===== src/rtl/siren_gen.sv =====
// Multi-mode square-wave tone generator (silence / steady / two-tone / sweep) for the speaker pin.
// Latency: from silence, out rises TONE_LO clocks after mode is sampled; otherwise switches at the next falling boundary.
// Backpressure: none; mode is sampled only at falling boundaries (or any edge while silent).
module siren_gen #(
    parameter int HP_W       = 20,
    parameter int TONE_LO    = 113636,
    parameter int TONE_HI    = 75758,
    parameter int SEG_W      = 27,
    parameter int SEG_LEN    = 50000000,
    parameter int SWEEP_STEP = 64
) (
    input  logic       clk,
    input  logic       rst_n,
    input  logic [1:0] mode,
    output logic       out,
    output logic [1:0] active_mode,
    output logic       tone_edge
);

    localparam int HPX = HP_W + 1;

    localparam logic [HP_W-1:0]  LO       = HP_W'(TONE_LO);
    localparam logic [HP_W-1:0]  HI       = HP_W'(TONE_HI);
    localparam logic [HP_W-1:0]  STEP     = HP_W'(SWEEP_STEP);
    localparam logic [HPX-1:0]   LO_X     = HPX'(TONE_LO);
    localparam logic [HPX-1:0]   HI_X     = HPX'(TONE_HI);
    localparam logic [HPX-1:0]   STEP_X   = HPX'(SWEEP_STEP);
    localparam logic [SEG_W-1:0] SEG_LAST = SEG_W'(SEG_LEN - 1);

    localparam logic DIR_DOWN = 1'b0;
    localparam logic DIR_UP   = 1'b1;

    logic [HP_W-1:0]  hp_cnt;
    logic [HP_W-1:0]  cur_hp;
    logic [SEG_W-1:0] seg_cnt;
    logic             seg_sel;
    logic             sweep_dir;

    logic             boundary;
    logic             falling;
    logic [HPX-1:0]   hp_ext;
    logic [HP_W-1:0]  sweep_hp;
    logic             sweep_dir_nxt;

    assign boundary = (active_mode != 2'd0) && (hp_cnt == cur_hp - HP_W'(1));
    assign falling  = boundary && out;
    assign hp_ext   = {1'b0, cur_hp};

    // Clamp tests run before the step so a down-step can never wrap below zero.
    always_comb begin
        sweep_hp      = cur_hp;
        sweep_dir_nxt = sweep_dir;
        if (sweep_dir == DIR_DOWN) begin
            if (hp_ext <= HI_X + STEP_X) begin
                sweep_hp      = HI;
                sweep_dir_nxt = DIR_UP;
            end else begin
                sweep_hp = cur_hp - STEP;
            end
        end else begin
            if (hp_ext + STEP_X >= LO_X) begin
                sweep_hp      = LO;
                sweep_dir_nxt = DIR_DOWN;
            end else begin
                sweep_hp = cur_hp + STEP;
            end
        end
    end

    always_ff @(posedge clk or negedge rst_n) begin
        if (!rst_n) begin
            out         <= 1'b0;
            active_mode <= 2'd0;
            tone_edge   <= 1'b0;
            hp_cnt      <= '0;
            seg_cnt     <= '0;
            seg_sel     <= 1'b0;
            sweep_dir   <= DIR_DOWN;
            cur_hp      <= LO;
        end else begin
            tone_edge <= 1'b0;
            if (active_mode == 2'd0) begin
                if (mode != 2'd0) begin
                    active_mode <= mode;
                    hp_cnt      <= '0;
                    seg_cnt     <= '0;
                    seg_sel     <= 1'b0;
                    sweep_dir   <= DIR_DOWN;
                    cur_hp      <= LO;
                end
            end else if (falling && (mode != active_mode)) begin
                // Switch only as out falls so no truncated high pulse reaches the speaker.
                active_mode <= mode;
                out         <= 1'b0;
                tone_edge   <= 1'b1;
                hp_cnt      <= '0;
                seg_cnt     <= '0;
                seg_sel     <= 1'b0;
                sweep_dir   <= DIR_DOWN;
                cur_hp      <= LO;
            end else begin
                if (active_mode == 2'd2) begin
                    if (seg_cnt == SEG_LAST) begin
                        seg_cnt <= '0;
                        seg_sel <= ~seg_sel;
                    end else begin
                        seg_cnt <= seg_cnt + SEG_W'(1);
                    end
                end
                if (boundary) begin
                    hp_cnt    <= '0;
                    out       <= ~out;
                    tone_edge <= 1'b1;
                    if (out) begin
                        case (active_mode)
                            2'd2: cur_hp <= seg_sel ? HI : LO;
                            2'd3: begin
                                cur_hp    <= sweep_hp;
                                sweep_dir <= sweep_dir_nxt;
                            end
                            default: cur_hp <= cur_hp;
                        endcase
                    end
                end else begin
                    hp_cnt <= hp_cnt + HP_W'(1);
                end
            end
        end
    end

endmodule


===== config.mk =====
export PLATFORM = sky130hd
export DESIGN_NAME = siren_gen
export DESIGN_NICKNAME = d
export VERILOG_FILES = /design/src/rtl/siren_gen.sv
export SDC_FILE = /design/constraint.sdc
export NUM_CORES = 1
export LEC_CHECK = 0
export CORE_MARGIN = 4
export CORE_UTILIZATION = 55
export CTS_BUF_LIST = sky130_fd_sc_hd__clkbuf_8
export DETAILED_ROUTE_END_ITERATION = 8
export MAX_ROUTING_LAYER = met4
export PLACE_DENSITY = 0.81
export SLEW_MARGIN = 20
export SYNTH_ARGS = -nofsm -noshare
export SYNTH_HDL_FRONTEND = slang
export SYNTH_SLANG_ARGS = --single-unit

===== constraint.sdc =====
create_clock -name clk -period 11.4 [get_ports clk]
set_clock_uncertainty 0.2 [all_clocks]
set_input_delay 2.28 -clock clk [delete_from_list [all_inputs] [get_ports clk]]
set_output_delay 2.28 -clock clk [all_outputs]
set_load 0.01 [all_outputs]

# After elaboration in Yosys (flattened, before gate mapping)
# Index checks and enable logic that the tools add are counted.
# word_totals
register_bits	73
latch_bits	0
ram_bits	0
romBits	0
inputBits	4
mem_count	0
# classes
addsub	6
mul	0
div	0
n_lt_le_gt_ge	2
eq_ne	6
shift	0
mux	40
n_bitwise	3
n_reduce_logical	20
# ops
op	count
2-to-1 mux 20 bit	12
2-to-1 mux 27 bit	5
one-hot mux 20 bit (2 select lines)	1
adder 27 x 1 -> 27 bit (second input constant)	1
equality test 27 x 26 -> 1 bit (second input constant)	1
adder 20 x 7 -> 21 bit (second input constant)	1
>= comparator 21 x 17 -> 1 bit (second input constant)	1
adder 20 x 1 -> 20 bit (second input constant)	1
adder 20 x 7 -> 20 bit (second input constant)	1
equality test 20 bit	1
less-or-equal comparator 20 x 17 -> 1 bit (second input constant)	1
subtractor 20 x 1 -> 20 bit (second input constant)	1
subtractor 20 x 7 -> 20 bit (second input constant)	1
2-to-1 mux 1 bit	18
2-to-1 mux 16 bit	1
nonzero test 3 bit	5
AND reduction 4 bit	2
nonzero test 2 bit	4
2-to-1 mux 2 bit	3
AND reduction 2 bit	3
equality test 2 bit (second input constant)	2
nonzero test 4 bit	1
logical AND 1 bit	3
inverter 1 bit	3
4 further kinds	4

# Longest topological paths before layout
# Gate-level depths: netlist of run 1.
# logic_depth
word_depth	9
ltp_mapped	15
depth_no_buf	11

# Worst setup path after synthesis of run 1
# No wires, ideal clock.
# synth_timing
path_type	input-to-reg
startpoint	in mode[0]
endpoint	reg seg_cnt[24]
setup_time_ps	78
arrival_time_ps	3826
required_time_ps	11122
setup_slack_ps	7296
stages	7
n_path_buf	1
cell_sequence	xor2_1 > o21ai_0 > o31a_1 > buf_2 > nor4_4 > or3b_1 > a21oi_1
# synth_via
elab_chain_cells	4
# synth_rtl
element	line	source
start: declaration	14	input logic [1:0] mode,
inequality test 2 bit	91	end else if (falling && (mode != active_mode)) begin
logical AND 1 bit	91	
nonzero test 3 bit (no line) or 2-to-1 mux 27 bit (tied branches)	n/a	
AND reduction 2 bit (no line) or 2-to-1 mux 27 bit (tied branches)	n/a	
end signal: assignment	107	seg_cnt <= seg_cnt + SEG_W'(1);
end: declaration	35	logic [SEG_W-1:0] seg_cnt;
# Several ways; a longest one is shown, not always the timed one.
# A chain may end at the register's enable or synchronous reset.

# Worst setup path in the final report of run 1
# layout_timing
startpoint	in mode[0]
endpoint	reg seg_cnt[26]
# Same word-level chain as after synthesis.

==> results_dict.tcl, run 1 <==
set metrics [dict create \
    status "finished, final reports clean" \
    utilization_pct 60.8 \
    yosysMostFrequentCell "dfrtp_1" \
    ctsResizeCount 0 \
    crit_type "in -> reg" \
    final.setup.tns_ps 0 \
    ir_worst_vdd_mv 0.0938 \
    min_period_ps 4730 \
    fmax_mhz 211 \
    die_y_um 105 \
    grt_pass1_vias 4534 \
    final_cell_count_no_fill 709 \
    cts_max_level 3 \
    final_area_um2 5400 \
    internal_power_mw 0.385 \
    switching_share_pct 27.3 \
    synth_xor_area_share_pct 7.17 \
    syn_nets 630 \
    setup_viol 0 \
    yosys_warnings 0 \
    cts_tree "built" \
    ys_top_cells_by_area "dfrtp_1, o21ai_0, dfstp_2" \
    synth_compound_area_share_pct 22.6 \
    place_area_um2 5210 \
    period_share_pct 41.5 \
    async_flop_share_pct 100 \
    numCtsBuffers 9 \
    clk_latency_ps 360 \
    maxSlewHeadroom_pct 41.9 \
    core_um2 8890 \
    synth.distinct_cells 78 \
    seqPwrFrac_pct 53.9 \
    ys_ff_latch 69 \
    post-dp-hpwl_um 8710 \
    syn-instance-count 614 \
    power.density_nw_per_um2 98.1 \
    synth.avg_cell_area_um2 8.35 \
    cts_buffer_depth 2 \
    antenna_left 0 \
    startpoint_type "input pin" \
    post_cts_buffers 0 \
    via_per_inst 6.74 \
    synth_top_family_by_area "simple AND/OR/NAND/NOR gates" \
    pre_cts_ws_ps 6320 \
    cp.arrival_ps 4820 \
    cp-end-kind "flop" \
    antenna_found_initial 0 \
    num_vias 4781 \
    syn-cell-area_um2 5130 \
    synth_mux_area_share_pct 0.805 \
    worst_pin_slew_ps 867 \
    layout-drive-gt1-share_pct 7.49 \
    grt_max_degree 70 \
    synth_common_cells "dfrtp_1, nand2_1, o21ai_0, nor2_1, a21oi_1" \
    drt_iter0_drc 426 \
    hold_buffers 0 \
    cp.required_ps 11490 \
    switching_power_mw 0.145 \
    critPathMaxFanout 19 \
    hold_violations 0 \
    netlist.area_leader.share_pct 28.8 \
    cts_root_buf "clkbuf_8" \
    holdWs_ps 294 \
    setup_ws_ps 6670 \
    grt_setup_unrepaired "no" \
    die_area_um2 10900 \
    io_buffers 7 \
    cap_violations 0 \
    pwr-share-comb_pct 8.6 \
    die_x_um 105 \
    grt_pass1_wl_um 21800 \
    groute.usage.overall_pct 24.6 \
    dpl.cell_count 693 \
    synth-simple-area-share_pct 28.5 \
    fin_nets 612 \
    synth_fa_ha_area_share_pct 2.93 \
    power_mw 0.530 \
    clk_pin_slew_ps 80 \
    synthFlopType "dfrtp_1" \
    hold_path.class "reg -> reg" \
    grt_overflow_total 0 \
    syn2layout_area_growth_pct 5.34 \
    clkPwrFrac_pct 37.5 \
    num_antenna_cells 0 \
    drt_wl_total_um 12700 \
    routabilityCongestion 0.898 \
    seq_area_frac_synth_pct 33.9 \
    p_leak_nw 2.12 \
    slew_viol_final 0 \
    rows 34 \
    wl_per_cell_um 17.9 \
    synth-edff-count 0 \
    dr.pass1.iters 5 \
    initial_utilization_pct 57.7 \
    yosysTopAreaCell "dfrtp_1" \
    drcViolationCount 0 \
    io_pins 8 \
    cts_sinks 69 \
]
-- power by group through the flow --
stage | sequential (mW) | combinational (mW) | clock, mW
2_1_floorplan | 0.283 | 0.0343 | 0
3_5_place_dp | 0.289 | 0.0458 | 0
6_report | 0.286 | 0.0454 | 0.199
3_3_place_gp | 0.288 | 0.0434 | 0
4_1_cts | 0.285 | 0.0460 | 0.202
5_1_grt | 0.289 | 0.0523 | 0.211
-- final cells by class --
| cell class | instances | area (um2) |
|---|---|---|
| fillers | 752 | 3490 |
| well taps | 108 | 135 |
| clock buffers | 9 | 124 |
| flip-flops and latches | 69 | 1740 |
| inverters | 13 | 48.8 |
| repair buffers | 12 | 103 |
| multi-input cells | 491 | 3190 |
| clock inverters | 7 | 66.3 |
-- critical path, cell delays in order --
cell,delay [ps]
clkdlybuf4s50_1,550
xor2_1,260
o21ai_0,230
o31a_1,550
nor4_4,420
or3b_1,380
a21oi_1,140
-- layout by cell type (no fill, tap or decap), types with 5 or more instances in the layout --
cell type / count
nor4_1: 10
and2_1: 5
o31ai_1: 13
dfrtp_1: 59
buf_4: 5
nand2b_1: 18
inv_1: 15
a22o_1: 8
nand2_1: 57
dfstp_2: 10
clkbuf_8: 9
xor2_1: 20
or3_1: 7
a2bb2oi_1: 7
a31oi_1: 8
clkdlybuf4s50_1: 6
nor2_1: 34
a21oi_1: 32
nand3_1: 26
o21ai_0: 55
nor3_1: 23
nor3b_1: 5
nand3b_1: 5
ha_1: 12
and3_1: 25
nand4_1: 5
xnor2_1: 22
or4_1: 6
-- cell families (layout without fill, tap and decap cells) --
kind of cell | count (synthesis) | count (layout)
xor gates and xnor gates | 42 | 42
adders and majority gates | 12 | 12
DFF | 69 | 69
buffers and inverters | 54 | 41
and+or+nand+nor | 257 | 257
AOI/OAI and AO/OA | 176 | 176
muxes | 4 | 4
-- sequential cells by signal, indices dropped and copies added, names as in the netlist --
register and count:
cur_hp 16, out 1, seg_sel 1, active_mode 2, sweep_dir 1, tone_edge 1
hp_cnt 20, seg_cnt 27
-- worst paths after layout --
| kind | slack, ps | depth (start not counted) | start | endpoint |
|---|---|---|---|---|
| max | 6670 | 7 | mode[0] | seg_cnt[26] |
| min | 290 | 1 | seg_sel | seg_sel |
| max reg2reg | 6810 | 11 | cur_hp[3] | seg_cnt[26] |
| min reg2reg | 290 | 1 | seg_sel | seg_sel |
| max in group asynchronous | 8520 | 2 | rst_n | cur_hp[18] |
| min in group asynchronous | 1920 | 2 | rst_n | hp_cnt[0] |
-- metal layers --
metal | global-route usage [%] | vias up | wire (um)
li1 | - | 2238 | -
met1 | 33.1 | 2314 | 5660
met2 | 38.6 | 203 | 5950
met3 | 2.53 | 26 | 836
met4 | 9.02 | 0 | 256
met5 | - | - | 0
Note: power is estimated with default switching activity, not from simulation.
==> inputs of run 2 (changes only) <==
Settings changed: PLACE_DENSITY 0.81 to 0.84.
Clock period 11.4 ns to 3.9 ns, I/O delays scaled along.
==> results_dict.tcl, run 2 (same netlist as run 1, synthesis figures left out) <==
set metrics [dict create \
    cap_violations 0 \
    die_y_um 105 \
    grt_setup_unrepaired "no" \
    numCtsBuffers 9 \
    cpMostUsedCell "nand3_1" \
    cts_max_level 3 \
    p_leak_nw 2.19 \
    ff_latch_area_um2 1740 \
    rows 34 \
    worstReg2RegStart "cur_hp[6]" \
    post_cts_buffers 0 \
    largest-register "seg_cnt" \
    drt_iter0_drc 450 \
    critPathMaxStageDelay_ps 490 \
    multi_input_area_um2 3250 \
    period_share_pct 95.5 \
    grt_max_degree 50 \
    grt_overflow_total 0 \
    status "finished, final reports clean" \
    cp.required_ps 3980 \
    cp-end-kind "flop" \
    power.density_nw_per_um2 286 \
    io_pins 8 \
    cts_buffer_depth 2 \
    critical_path.cell_chain "inv_1 > ha_2 > or3b_2 > nor3_2 > nand3_1 > nand3_1 > nand4bb_4 > o31a_2 > nor4_4 > or3b_1 > a21oi_1" \
    antenna_left 0 \
    core_um2 8890 \
    drcViolationCount 0 \
    post-dp-hpwl_um 9390 \
    crit_type "reg -> reg" \
    crit_buf_inv 1 \
    final_common_cell "dfrtp_1" \
    fmax_mhz 268 \
    cts_root_buf "clkbuf_8" \
    maxSlewHeadroom_pct 45.6 \
    die_area_um2 10900 \
    antenna_found_initial 0 \
    grt_pass1_vias 4596 \
    startpoint_type "flop" \
    num_antenna_cells 0 \
    syn2layout_area_growth_pct 8.69 \
    clk_pin_slew_ps 80 \
    critPathMaxFanout 15 \
    dr.pass1.iters 5 \
    largestRegisters "seg_cnt x27, hp_cnt x20, cur_hp x16" \
    hold_violations 0 \
    fin_nets 625 \
    via_per_inst 6.71 \
    cts_tree "built" \
    groute.usage.overall_pct 25.4 \
    drt_wl_total_um 13200 \
    die_x_um 105 \
    final_cell_count_no_fill 722 \
    grt_pass1_wl_um 22400 \
    cp.arrival_ps 3800 \
    io_buffers 7 \
    hold_buffers 0 \
    initial_utilization_pct 57.7 \
    n_fill_cell 716 \
    wl_per_cell_um 18.3 \
    worst_pin_slew_ps 813 \
    mostFrequentLayoutCells "dfrtp_1, nand2_1, o21ai_0" \
    layout-drive-gt1-share_pct 11.7 \
    largest_register_ffs 27 \
    min_period_ps 3720 \
    setup_viol 0 \
    path_delay_family "simple AND/OR/NAND/NOR gates" \
    num_vias 4845 \
    routabilityCongestion 0.989 \
    cts_sinks 69 \
    final.setup.tns_ps 0 \
    slowest_stage "or3b_2" \
    crit_path_start "cur_hp[6]" \
    clk_latency_ps 350 \
    ir_worst_vdd_mv 0.336 \
    hold_path.class "in -> async" \
    dpl.cell_count 706 \
    slew_viol_final 0 \
]
run 2: cell types whose count changed in the layout (fill, tap and decap cells not counted), sizes merged:
cell and change:
buf +13
run 2: worst reg2reg max path, cell delays in order, from the launching register on:
cell and delay (ps):
dfstp_2 450, inv_1 130, ha_2 280, or3b_2 490
nor3_2 230, nand3_1 130, nand3_1 150, nand4bb_4 170
o31a_2 470, nor4_4 380, or3b_1 400, a21oi_1 170
run 2: area by class of cell:
cell class | instances | share of cell area, %
multi-input combinational | 491 | 58.2
inverter | 13 | 0.875
timing repair buffer | 25 | 3.59
clock buffer | 9 | 2.22
tap | 108 | 2.42
clock inverter | 7 | 1.46
sequential | 69 | 31.2
run 2: final timing paths:
check                                   end  slack [ps]  depth (start not counted)
worst max-delay path            seg_cnt[26]         180                         11
worst min-delay path            seg_cnt[19]         170                          1
worst max register to register  seg_cnt[26]         180                         11
worst min register to register      seg_sel         310                          1
max in group asynchronous        cur_hp[10]        2330                          2
min in group clk                    seg_sel         310                          1
run 2: per-stage QoR:
| stage | util, % | hold slack, ps | worst slack, ps | cell area (um2) | total power, mW |
|---|---|---|---|---|---|
| after floorplan | - | 252 | 146 | 5130 | 0.929 |
| after global placement | 59.7 | 265 | 203 | 5310 | 0.972 |
| after detailed placement | 59.8 | 292 | 10.6 | 5320 | 0.986 |
| after CTS | 62.2 | 170 | 30.5 | 5530 | 1.60 |
| after global routing | 62.7 | 199 | 15.1 | 5570 | 1.67 |
| final | 62.7 | 169 | 175 | 5570 | 1.59 |
run 2: repair_timing:
action	in CTS	in global routing
setup endpoints to repair	1	17
resized for setup	2	9
pin swaps	0	0
hold endpoints to repair	0	0
run 2: power breakdown:
part / total, mW / switching (mW) / internal, mW
clock network: 0.617 / 0.313 / 0.304
logic: 0.139 / 0.0722 / 0.0670
registers: 0.838 / 0.0710 / 0.767
total: 1.59 / 0.457 / 1.14
run 2: routing by layer:
metal	up-vias	wire length (um)	global-route usage, %
li1	2272	-	-
met1	2346	5930	34.9
met2	207	6190	37.8
met3	20	910	4.75
met4	0	189	9.02
met5	-	0	-
==> inputs of run 3 (changes only) <==
Settings changed: GPL_ROUTABILITY_DRIVEN from default to 0, GPL_TIMING_DRIVEN from default to 0, PLACE_DENSITY 0.84 to 0.78.
==> results_dict.tcl, run 3 (same netlist as run 1, synthesis figures left out) <==
set metrics [dict create \
    path_delay_family "simple AND/OR/NAND/NOR gates" \
    antenna_left 0 \
    grt_pass1_wl_um 23000 \
    initial_utilization_pct 57.7 \
    ir_worst_vdd_mv 0.174 \
    min_period_ps 3750 \
    cts_root_buf "clkbuf_8" \
    num_vias 4960 \
    crit_path_start "cur_hp[3]" \
    fin_nets 651 \
    crit_type "reg -> reg" \
    setup_viol 0 \
    post-dp-hpwl_um 9660 \
    clk_pin_slew_ps 90 \
    wl_met1_um 6110 \
    worstReg2RegStart "cur_hp[3]" \
    largest-register "seg_cnt" \
    ff2ff_path_depth 13 \
    critPathMaxStageDelay_ps 500 \
    rows 34 \
    ff_latch_area_um2 1740 \
    final.setup.tns_ps 0 \
    cts_tree "built" \
    core_um2 8890 \
    final_common_cell "dfrtp_1" \
    met2_length_um 6310 \
    final_area_um2 5720 \
    wl_met3_um 956 \
    hold_violations 0 \
    startpoint_type "flop" \
    reg2reg_to "seg_cnt[24]" \
    largestRegisters "seg_cnt x27, hp_cnt x20, cur_hp x16" \
    die_x_um 105 \
    grt_setup_unrepaired "yes" \
    wl_per_cell_um 18.3 \
    cts_buffer_depth 2 \
    dr.pass1.iters 6 \
    place_area_um2 5360 \
    cp-end-kind "flop" \
    mostFrequentLayoutCells "dfrtp_1, nand2_1, o21ai_0" \
    grt_pass1_vias 4645 \
    status "finished, final reports clean" \
    hold_buffers 0 \
    power_mw 1.56 \
    largest_register_ffs 27 \
    critPathMaxFanout 10 \
    via_per_inst 6.64 \
    slew_viol_final 0 \
    grt_overflow_total 0 \
    antenna_found_initial 0 \
    groute.usage.overall_pct 26.0 \
    crit_buf_inv 3 \
    slowest_stage "or4bb_1" \
    layout-drive-gt1-share_pct 11.3 \
    syn2layout_area_growth_pct 11.4 \
    num_antenna_cells 0 \
    die_area_um2 10900 \
    cts_sinks 69 \
    io_buffers 7 \
    drt_wl_total_um 13700 \
    io_pins 8 \
    numCtsBuffers 9 \
    routed.top_layer "met4" \
    n_fill_cell 717 \
    hold_path.class "in -> async" \
    critical_path.cell_chain "clkbuf_4 > inv_2 > ha_4 > or4bb_1 > nor3_1 > o21ai_0 > o211ai_1 > nand4bb_4 > o31a_1 > buf_2 > nor4_4 > or3b_1 > a21oi_1" \
    cts_max_level 3 \
    reg2reg_slack_ps 150 \
    cap_violations 0 \
    period_share_pct 96.2 \
    worst_pin_slew_ps 835 \
    drt_iter0_drc 584 \
    die_y_um 105 \
    fmax_mhz 266 \
    multi_input_area_um2 3320 \
    grt_max_degree 39 \
    maxSlewHeadroom_pct 44.3 \
    cp.depth 13 \
    clk_latency_ps 350 \
    cp.arrival_ps 3820 \
    power.density_nw_per_um2 273 \
    cp.required_ps 3970 \
    p_leak_nw 2.23 \
    drcViolationCount 0 \
]
==> run 3: changes by cell type in the layout (fill, tap and decap cells not counted), sizes merged <==
cell	previous run	this run
clkbuf	9	38
buf	19	16
inv	16	14
clkinvlp	1	2
==> run 3: routing by layer <==
layer,vias to the layer above,global-route usage (%)
met4,0,7.22
met1,2399,36.4
li1,2317,-
met2,213,39.3
met3,31,4.13
met5,-,-
==> run 3: how the worst max path moves through the flow <==
stage	endpoint	slack, ps
2_1_floorplan	seg_cnt[24]	150
3_3_place_gp	seg_cnt[7]	-740
3_5_place_dp	seg_cnt[7]	-830
4_1_cts	seg_cnt[26]	20
5_1_grt	seg_cnt[4]	-40
6_report	seg_cnt[24]	150
==> run 3: report_power, final <==
part	switching, mW	leakage (nW)	total (mW)	internal (mW)
Clock	0.297	0.0915	0.589	0.292
Sequential	0.0689	0.764	0.836	0.767
Combinational	0.0667	1.38	0.136	0.0691
Total	0.432	2.23	1.56	1.13
==> run 3: layout make-up <==
class	instances	area share, %
clock buffer	9	2.17
multi-input combinational	491	58.0
timing repair buffer	12	2.06
clock inverter	6	1.12
tap	108	2.36
buffer	39	3.00
inverter	13	0.854
sequential	69	30.4
==> run 3: metrics by stage <==
step                      cells  hold WS [ps]  utilization, %  setup WS (ps)
final                       747           157            64.3            148
after global routing        747           187            64.3          -36.2
after CTS                   746           166            63.4           20.7
after detailed placement    730           289            60.3           -831
after global placement      729           267            60.0           -745
after floorplan             614           252               -            146
==> run 3: repair_timing <==
action / CTS / global route
endpoints found under the setup margin: 66 / 48
buffers inserted: 3 / 1
pin swaps: 1 / 4
gates resized for setup: 18 / 20
